### src/rtl/hp_key_sequencer.sv
// hp_key_sequencer: buffers key events in a FIFO and presents them one at a time to the core
// with a minimum hold time and a release gap between keys.
module hp_key_sequencer #(
    parameter int FIFO_DEPTH = 4,
    parameter int KEY_W      = 8,
    parameter int HOLD_CYC   = 2080,
    parameter int GAP_CYC    = 1040
) (
    input  logic                          clk_in,
    input  logic                          reset_n_in,
    input  logic                          key_valid_in,
    input  logic [KEY_W-1:0]              keycode_in,
    output logic                          key_ready_o,
    output logic                          key_pending_o,
    output logic [KEY_W-1:0]              keycode_o,
    input  logic                          key_ack_in,
    output logic                          overflow_o,
    input  logic                          clear_overflow_in,
    output logic [$clog2(FIFO_DEPTH):0]   fifo_level_o
);
    localparam int AW   = $clog2(FIFO_DEPTH);
    localparam int LW   = AW + 1;
    localparam int CMAX = (HOLD_CYC > GAP_CYC) ? HOLD_CYC : GAP_CYC;
    localparam int CW   = $clog2(CMAX + 1);

    typedef enum logic [1:0] {IDLE, PRESENT, GAP} state_t;

    state_t           state;
    logic [KEY_W-1:0] mem [FIFO_DEPTH];
    logic [AW-1:0]    wr_ptr, rd_ptr;
    logic [CW-1:0]    cnt;
    logic             ack_seen, full, push, pop, ack;

    assign full        = fifo_level_o == LW'(FIFO_DEPTH);
    assign key_ready_o = !full;
    assign push        = key_valid_in && !full;
    assign pop         = state == IDLE && fifo_level_o != '0;
    assign ack         = ack_seen || key_ack_in;

    always_ff @(posedge clk_in)
        if (push) mem[wr_ptr] <= keycode_in;

    always_ff @(posedge clk_in or negedge reset_n_in) begin
        if (!reset_n_in) begin
            state         <= IDLE;
            wr_ptr        <= '0;
            rd_ptr        <= '0;
            fifo_level_o  <= '0;
            cnt           <= '0;
            ack_seen      <= 1'b0;
            key_pending_o <= 1'b0;
            keycode_o     <= '0;
            overflow_o    <= 1'b0;
        end else begin
            if (push) wr_ptr <= wr_ptr + 1'b1;
            if (pop) rd_ptr <= rd_ptr + 1'b1;
            fifo_level_o <= (push && !pop) ? fifo_level_o + 1'b1 :
                            (!push && pop) ? fifo_level_o - 1'b1 : fifo_level_o;
            // A dropped event in the same cycle as a clear keeps the flag set
            overflow_o <= (key_valid_in && full) ? 1'b1 :
                          clear_overflow_in ? 1'b0 : overflow_o;
            case (state)
                IDLE: if (pop) begin
                    keycode_o     <= mem[rd_ptr];
                    cnt           <= '0;
                    ack_seen      <= 1'b0;
                    key_pending_o <= 1'b1;
                    state         <= PRESENT;
                end
                PRESENT: if (ack && cnt >= CW'(HOLD_CYC - 1)) begin
                    cnt           <= '0;
                    key_pending_o <= 1'b0;
                    state         <= GAP;
                end else begin
                    cnt      <= (&cnt) ? cnt : cnt + 1'b1;
                    ack_seen <= ack;
                end
                GAP: if (cnt == CW'(GAP_CYC - 1)) state <= IDLE;
                     else cnt <= cnt + 1'b1;
                default: state <= IDLE;
            endcase
        end
    end
endmodule

### config.mk
export PLATFORM = sky130hd
export DESIGN_NAME = hp_key_sequencer
export DESIGN_NICKNAME = d
export VERILOG_FILES = /design/src/rtl/hp_key_sequencer.sv
export SDC_FILE = /design/constraint.sdc
export NUM_CORES = 1
export LEC_CHECK = 0
export BUFFER_PORTS_ARGS = -buffer_cell sky130_fd_sc_hd__buf_2
export CAP_MARGIN = 40
export CORE_MARGIN = 2
export CORE_UTILIZATION = 50
export CTS_CLUSTER_SIZE = 8
export DETAILED_ROUTE_END_ITERATION = 6
export PLACE_DENSITY_LB_ADDON = 0.08
export SETUP_SLACK_MARGIN = 0.15
export SLEW_MARGIN = 0
export SYNTH_ARGS = -nofsm -noshare
export SYNTH_HDL_FRONTEND = slang
export SYNTH_SLANG_ARGS = --single-unit
### constraint.sdc
create_clock -name clk_in -period 4.6 [get_ports clk_in]
set_input_delay 0.46 -clock clk_in [delete_from_list [all_inputs] [get_ports clk_in]]
set_output_delay 0.46 -clock clk_in [all_outputs]
set_load 0.02 [all_outputs]
; After elaboration in Yosys (flattened, before gate mapping)
; Memories as Yosys holds them, arrays and structs flattened. A register that Yosys moved wholly into a read port is not among the register bits.
; Index checks and enable logic that the tools add are counted.
[op_classes]
magnitude_cmp = 1
reduce_logical = 23
add_sub_neg = 5
n_mux = 21
eq_ne = 10
[op_table]
columns = operator, n
row1 = $mux W12, 4
row2 = $pmux W12 S3, 1
row3 = $add A12 B1 Y12 const B, 1
row4 = $eq A12 B11 Y1 const B, 1
row5 = $ge A12 B12 Y1 const B, 1
row6 = $reduce_and A12 Y1, 1
row7 = $ne A2 B2 Y1 const B, 5
row8 = $reduce_and A3 Y1, 3
row9 = $mux W1, 8
row10 = $logic_and A1 B1 Y1, 6
row11 = $mux W2, 3
row12 = $mux W3, 2
row13 = $pmux W2 S3, 1
row14 = $reduce_bool A2 Y1, 3
row15 = $reduce_bool A3 Y1, 2
row16 = $add A2 B1 Y2 const B, 2
row17 = $logic_not A1 Y1, 4
row18 = $pmux W1 S2, 2
row19 = $reduce_and A4 Y1, 1
row20 = $add A3 B1 Y3 const B, 1
row21 = $eq A3 B3 Y1 const B, 1
row22 = $ne A3 B3 Y1 const B, 1
row23 = $sub A3 B1 Y3 const B, 1
row24 = $eq A2 B1 Y1 const B, 1
row25 = 4 further kinds, 4
[totals]
wordCells = 69
ff_bits = 24
mem_bits_rw = 32
memories = 1
[memory_table]
columns = memory, words, width, read_ports, rd_clocked_by_memory_dff, wr, line
row1 = mem, 4, 8, 1, 1, 1, 29  ; logic [KEY_W-1:0] mem [FIFO_DEPTH];

; Logic depth before layout (Yosys ltp)
[logic_depth]
ltp_word = 7
mapped_depth = 10
mapped_depth_nobuf = 9

; Worst setup path after synthesis
; Ideal clock, no wire load.
[synth_timing]
kind = register to register
startpoint = register fifo_level_o[2]
endpoint = register fifo_level_o[2]
setup_time_ns = 0.080
arrival_time_ns = 2.443
path_stages_with_launch = 9
path_slack_ns = 2.077
path_cell_list = dfrtp_1 > o31ai_1 > clkbuf_1 > ha_1 > inv_1 > fa_1 > xor2_1 > nor2_1 > xor2_1
[synth_between]
elab_chain_len = 6
[synth_lines]
columns = element, line
row1 = from (decl), 19  ; output logic [$clog2(FIFO_DEPTH):0] fifo_level_o
row2 = from (signal assigned), 57  ; fifo_level_o <= (push && !pop) ? fifo_level_o + 1'b1 :
row3 = branches (longest 6 deep; another with $sub A3 B1 Y3), -
; Parallel ways; which one is timed is not known. The select of a mux whose other input is x is not followed.
; A chain may end at the register's enable or synchronous reset.

; Worst setup path in the final report
[layout_timing]
startpoint = register cnt[8]
endpoint = register cnt[0]
[layout_between]
elab_chain_len = 4
[layout_lines]
columns = element, line
row1 = from (decl), 31  ; logic [CW-1:0] cnt;
row2 = from (signal assigned), 75  ; cnt <= (&cnt) ? cnt : cnt + 1'b1;
row3 = from (signal assigned), 79  ; else cnt <= cnt + 1'b1;
row4 = $ge A12 B12 Y1, 70  ; PRESENT: if (ack && cnt >= CW'(HOLD_CYC - 1)) begin
row5 = $logic_and A1 B1 Y1, 70
row6 = $ne A3 B3 Y1 (no line) / $mux W12 (equally long branches), -
row7 = $reduce_and A4 Y1 (no line) / $pmux W12 S3 (equally long branches), -
; Parallel ways exist; a longest one is shown, timed or not.

==> run_summary.xml <==
<?xml version="1.0" encoding="UTF-8"?>
<metrics>
  <group name="status">
    <metric name="outcome" unit="">finished, final reports clean</metric>
  </group>
  <group name="synth">
    <metric name="yosysUniqueCellTypes" unit="">54</metric>
    <metric name="number_of_synthesized_flops_with_an_enable_pin" unit="">32</metric>
    <metric name="synth-seq-cells" unit="">64</metric>
    <metric name="yosys_most_used_dff" unit="">edfxtp_1</metric>
    <metric name="async_reset_ff_frac" unit="">0.500</metric>
    <metric name="synth_fp_nets" unit="">233</metric>
    <metric name="yosysSeqAreaShare" unit="">0.590</metric>
    <metric name="synth-warning-count" unit="">0</metric>
    <metric name="avgSynthCellArea" unit="µm²">14.3</metric>
    <metric name="postSynthCellCount" unit="">209</metric>
    <metric name="syn-cell-area" unit="µm²">2990</metric>
  </group>
  <group name="worst_setup_path">
    <metric name="critPathKind" unit="">reg2reg</metric>
    <metric name="path_depth" unit="">5</metric>
    <metric name="rr_worst_depth" unit="">5</metric>
    <metric name="crit_path_end_kind" unit="">flip-flop</metric>
    <metric name="worst_ep_arrival_time" unit="ns">2.60</metric>
    <metric name="timing.critical_path.slowest_stage_cell" unit="">or4_4</metric>
    <metric name="worst_setup_path_start_kind" unit="">flip-flop</metric>
    <metric name="list_of_cells_traversed_by_the_critical_path" unit="">or4_4, o311ai_4, o211ai_4, nor3_2, mux2_2</metric>
    <metric name="worst-path-max-fanout" unit="">16</metric>
    <metric name="cp_slowest_stage_delay" unit="ns">0.63</metric>
    <metric name="path_buf_inv" unit="">0</metric>
    <metric name="critical-path-top-delay-family" unit="">simple AND/OR/NAND/NOR gates</metric>
    <metric name="worst_ep_required_time" unit="ns">4.88</metric>
  </group>
  <group name="timing">
    <metric name="unrepaired_setup_endpoints_after_global_routing" unit="">no</metric>
    <metric name="final.hold.worst_slack" unit="ns">0.174</metric>
    <metric name="finalClockSkew" unit="ns">0.00617</metric>
    <metric name="report.final.hold_viol_count" unit="">0</metric>
    <metric name="max_clock_freq" unit="GHz">0.431</metric>
    <metric name="post-route-min-period" unit="ns">2.32</metric>
    <metric name="part_of_the_cycle_the_worst_path_needs" unit="">0.504</metric>
    <metric name="max_slew.worst_pin.slew" unit="ns">0.741</metric>
    <metric name="setup_violations" unit="">0</metric>
    <metric name="report.final.slew_viol_count" unit="">0</metric>
    <metric name="finalSetupTns" unit="ns">0</metric>
    <metric name="relSlewSlack" unit="">0.506</metric>
  </group>
  <group name="die">
    <metric name="start_util" unit="">0.511</metric>
    <metric name="die-area" unit="µm²">6610</metric>
    <metric name="die_h" unit="µm">81.3</metric>
    <metric name="io-pin-count" unit="">27</metric>
    <metric name="chipWidth" unit="µm">81.3</metric>
    <metric name="floorplan.rows" unit="">28</metric>
    <metric name="core_area" unit="µm²">5850</metric>
  </group>
  <group name="route">
    <metric name="via_per_inst" unit="">5.62</metric>
    <metric name="routed_wl" unit="µm">5290</metric>
    <metric name="num_vias" unit="">1810</metric>
    <metric name="remaining_drc_errors" unit="">0</metric>
    <metric name="drt_iter0_markers" unit="">66</metric>
    <metric name="route.antenna.remaining_nets" unit="">0</metric>
    <metric name="routed_length_per_instance" unit="µm">16.4</metric>
    <metric name="drt_pre_antenna_iters" unit="">5</metric>
  </group>
  <group name="clock_network">
    <metric name="clkLatencyLatePin" unit="ns">0.34</metric>
    <metric name="root_buffer" unit="">clkbuf_8</metric>
    <metric name="numCtsBuffers" unit="">9</metric>
    <metric name="cts-resized-gates" unit="">0</metric>
    <metric name="clk_transition_reported_paths" unit="ns">0.08</metric>
    <metric name="post_cts_setup_buffer_count" unit="">0</metric>
    <metric name="tritoncts_clock_tree" unit="">built</metric>
    <metric name="ctsLongestPathBuffers" unit="">2</metric>
    <metric name="htreeDepth" unit="">3</metric>
    <metric name="cts_hold_buffers" unit="">0</metric>
    <metric name="sinks_on_clock_net" unit="">64</metric>
  </group>
  <group name="grt">
    <metric name="antenna_found_initial" unit="">0</metric>
    <metric name="largest_net_degree_at_the_start_of_global_routing" unit="">33</metric>
    <metric name="grt_pass1_vias" unit="">1796</metric>
    <metric name="gr-total-overflow" unit="">0</metric>
    <metric name="global_route_wire_length_before_repair" unit="µm">8760</metric>
    <metric name="globalRouteTotalUtil" unit="">0.184</metric>
  </group>
  <group name="placed_design">
    <metric name="gp_congestion" unit="">0.807</metric>
    <metric name="dp.final_hpwl" unit="µm">3560</metric>
    <metric name="portBuffers" unit="">26</metric>
    <metric name="place_inst" unit="">306</metric>
  </group>
  <group name="final_layout">
    <metric name="antenna-diode-count" unit="">0</metric>
    <metric name="areaGrowthSynthToFinish" unit="%">12.8</metric>
    <metric name="drive_above_1_share" unit="">0.287</metric>
    <metric name="fin_nets" unit="">266</metric>
    <metric name="final-instance-count-excl-fill" unit="">322</metric>
  </group>
  <group name="run">
    <metric name="drv_cap" unit="">0</metric>
  </group>
  <group name="power">
    <metric name="cellLeakagePower" unit="µW">0.00141</metric>
    <metric name="vdd_drop_max" unit="µV">271</metric>
    <metric name="post-layout-total-power" unit="µW">1370</metric>
    <metric name="power.density_cell_area" unit="nW/µm²">406</metric>
  </group>
  <group name="hold_path">
    <metric name="min_path_type" unit="">in2async</metric>
  </group>
</metrics>
synth_stat cells (all sizes together) (2+ instances only):
| master | n | area share |
|---|---|---|
| nand4 | 4 | 0.010 |
| mux4 | 8 | 0.060 |
| buf | 2 | 0.0050 |
| a22o | 5 | 0.015 |
| o21ai | 5 | 0.0084 |
| and4 | 2 | 0.0067 |
| mux2 | 11 | 0.041 |
| xor2 | 3 | 0.0088 |
| edfxtp | 32 | 0.32 |
| nor2 | 9 | 0.011 |
| nand2 | 8 | 0.011 |
| nor3 | 4 | 0.0084 |
| inv | 15 | 0.019 |
| xnor2 | 3 | 0.0088 |
| nor2b | 2 | 0.0042 |
| dfrtp | 32 | 0.27 |
| a211o | 3 | 0.0088 |
| and3 | 4 | 0.0084 |
| a21oi | 4 | 0.0067 |
| o31ai | 4 | 0.015 |
| clkbuf | 3 | 0.0038 |
| nor4 | 5 | 0.015 |
| o211ai | 7 | 0.022 |
| ha | 10 | 0.042 |
| nand3 | 5 | 0.0084 |
state kept, by name, summed over array words and instances, names as in the netlist:
| signal | cells |
|---|---|
| keycode_o | 8 |
| state | 2 |
| key_pending_o | 1 |
| mem | 32 |
| cnt | 12 |
| wr_ptr | 2 |
| rd_ptr | 2 |
| ack_seen | 1 |
| overflow_o | 1 |
| fifo_level_o | 3 |
per-layer routing:
metal  vias to the layer above  track usage  share of wire
met5                         -            0              0
met4                         0       0.0966          0.021
met3                        10       0.0433          0.031
met2                        30        0.270           0.46
met1                       902        0.253           0.48
li1                        868            -              -
final timing paths:
kind | startpoint | endpoint | slack (ns)
min reg2reg | keycode_o[5] | keycode_o[5] | 0.50
max reg2reg | cnt[8] | cnt[0] | 2.28
max in group asynchronous | reset_n_in | fifo_level_o[1] | 3.94
max | cnt[8] | cnt[0] | 2.28
min in group clk_in | clear_overflow_in | overflow_o | 0.30
min | reset_n_in | keycode_o[2] | 0.17
report_power, final:
part           switching [µW]  total (µW)  internal, µW
clock                     226         420           194
combinational             127         210          83.2
sequential               48.9         739           691
placed cells by master (no fill, tap or decap), types with 2 or more instances in the layout:
cell type,n
dfrtp_1,32
edfxtp_1,32
buf_2,26
inv_1,15
mux2_2,10
ha_1,10
nor2_1,9
clkbuf_8,9
mux4_2,8
nand2_1,7
o211ai_1,6
nand3_1,5
a22o_1,5
and3_1,4
a21oi_1,4
o21ai_0,4
nor4_1,4
nand4_1,3
xnor2_1,3
xor2_1,3
a211o_1,3
nor3_1,3
clkinvlp_4,3
o31ai_1,2
nor2b_1,2
clkinv_4,2
final cells by class:
type | instances | area (µm²)
Sequential cell | 64 | 1760
Tap cell | 75 | 93.8
Multi-Input combinational cell | 125 | 1150
Inverter | 15 | 56.3
Clock inverter | 7 | 48.8
Timing Repair Buffer | 27 | 138
Clock buffer | 9 | 124
Fill cell | 477 | 2480
logic make-up (layout without fill, tap and decap cells):
logic type | count (synthesis) | in the layout | synth area share
xor+xnor | 6 | 6 | 0.0176
simple gates | 51 | 51 | 0.105
mux | 19 | 19 | 0.102
compound gates | 38 | 38 | 0.110
buf+inv | 20 | 58 | 0.0276
fa+ha+maj | 11 | 11 | 0.0486
flops | 64 | 64 | 0.590
through the flow:
stage / worst slack (ns) / utilization / cell area (µm²)
after floorplan: 2.08 / - / 2990
after global placement: 2.34 / 0.547 / 3200
after detailed placement: 2.33 / 0.547 / 3200
after CTS: 2.31 / 0.576 / 3370
after global routing: 2.09 / 0.576 / 3370
final: 2.28 / 0.576 / 3370
(Power assumes the default switching activity.)
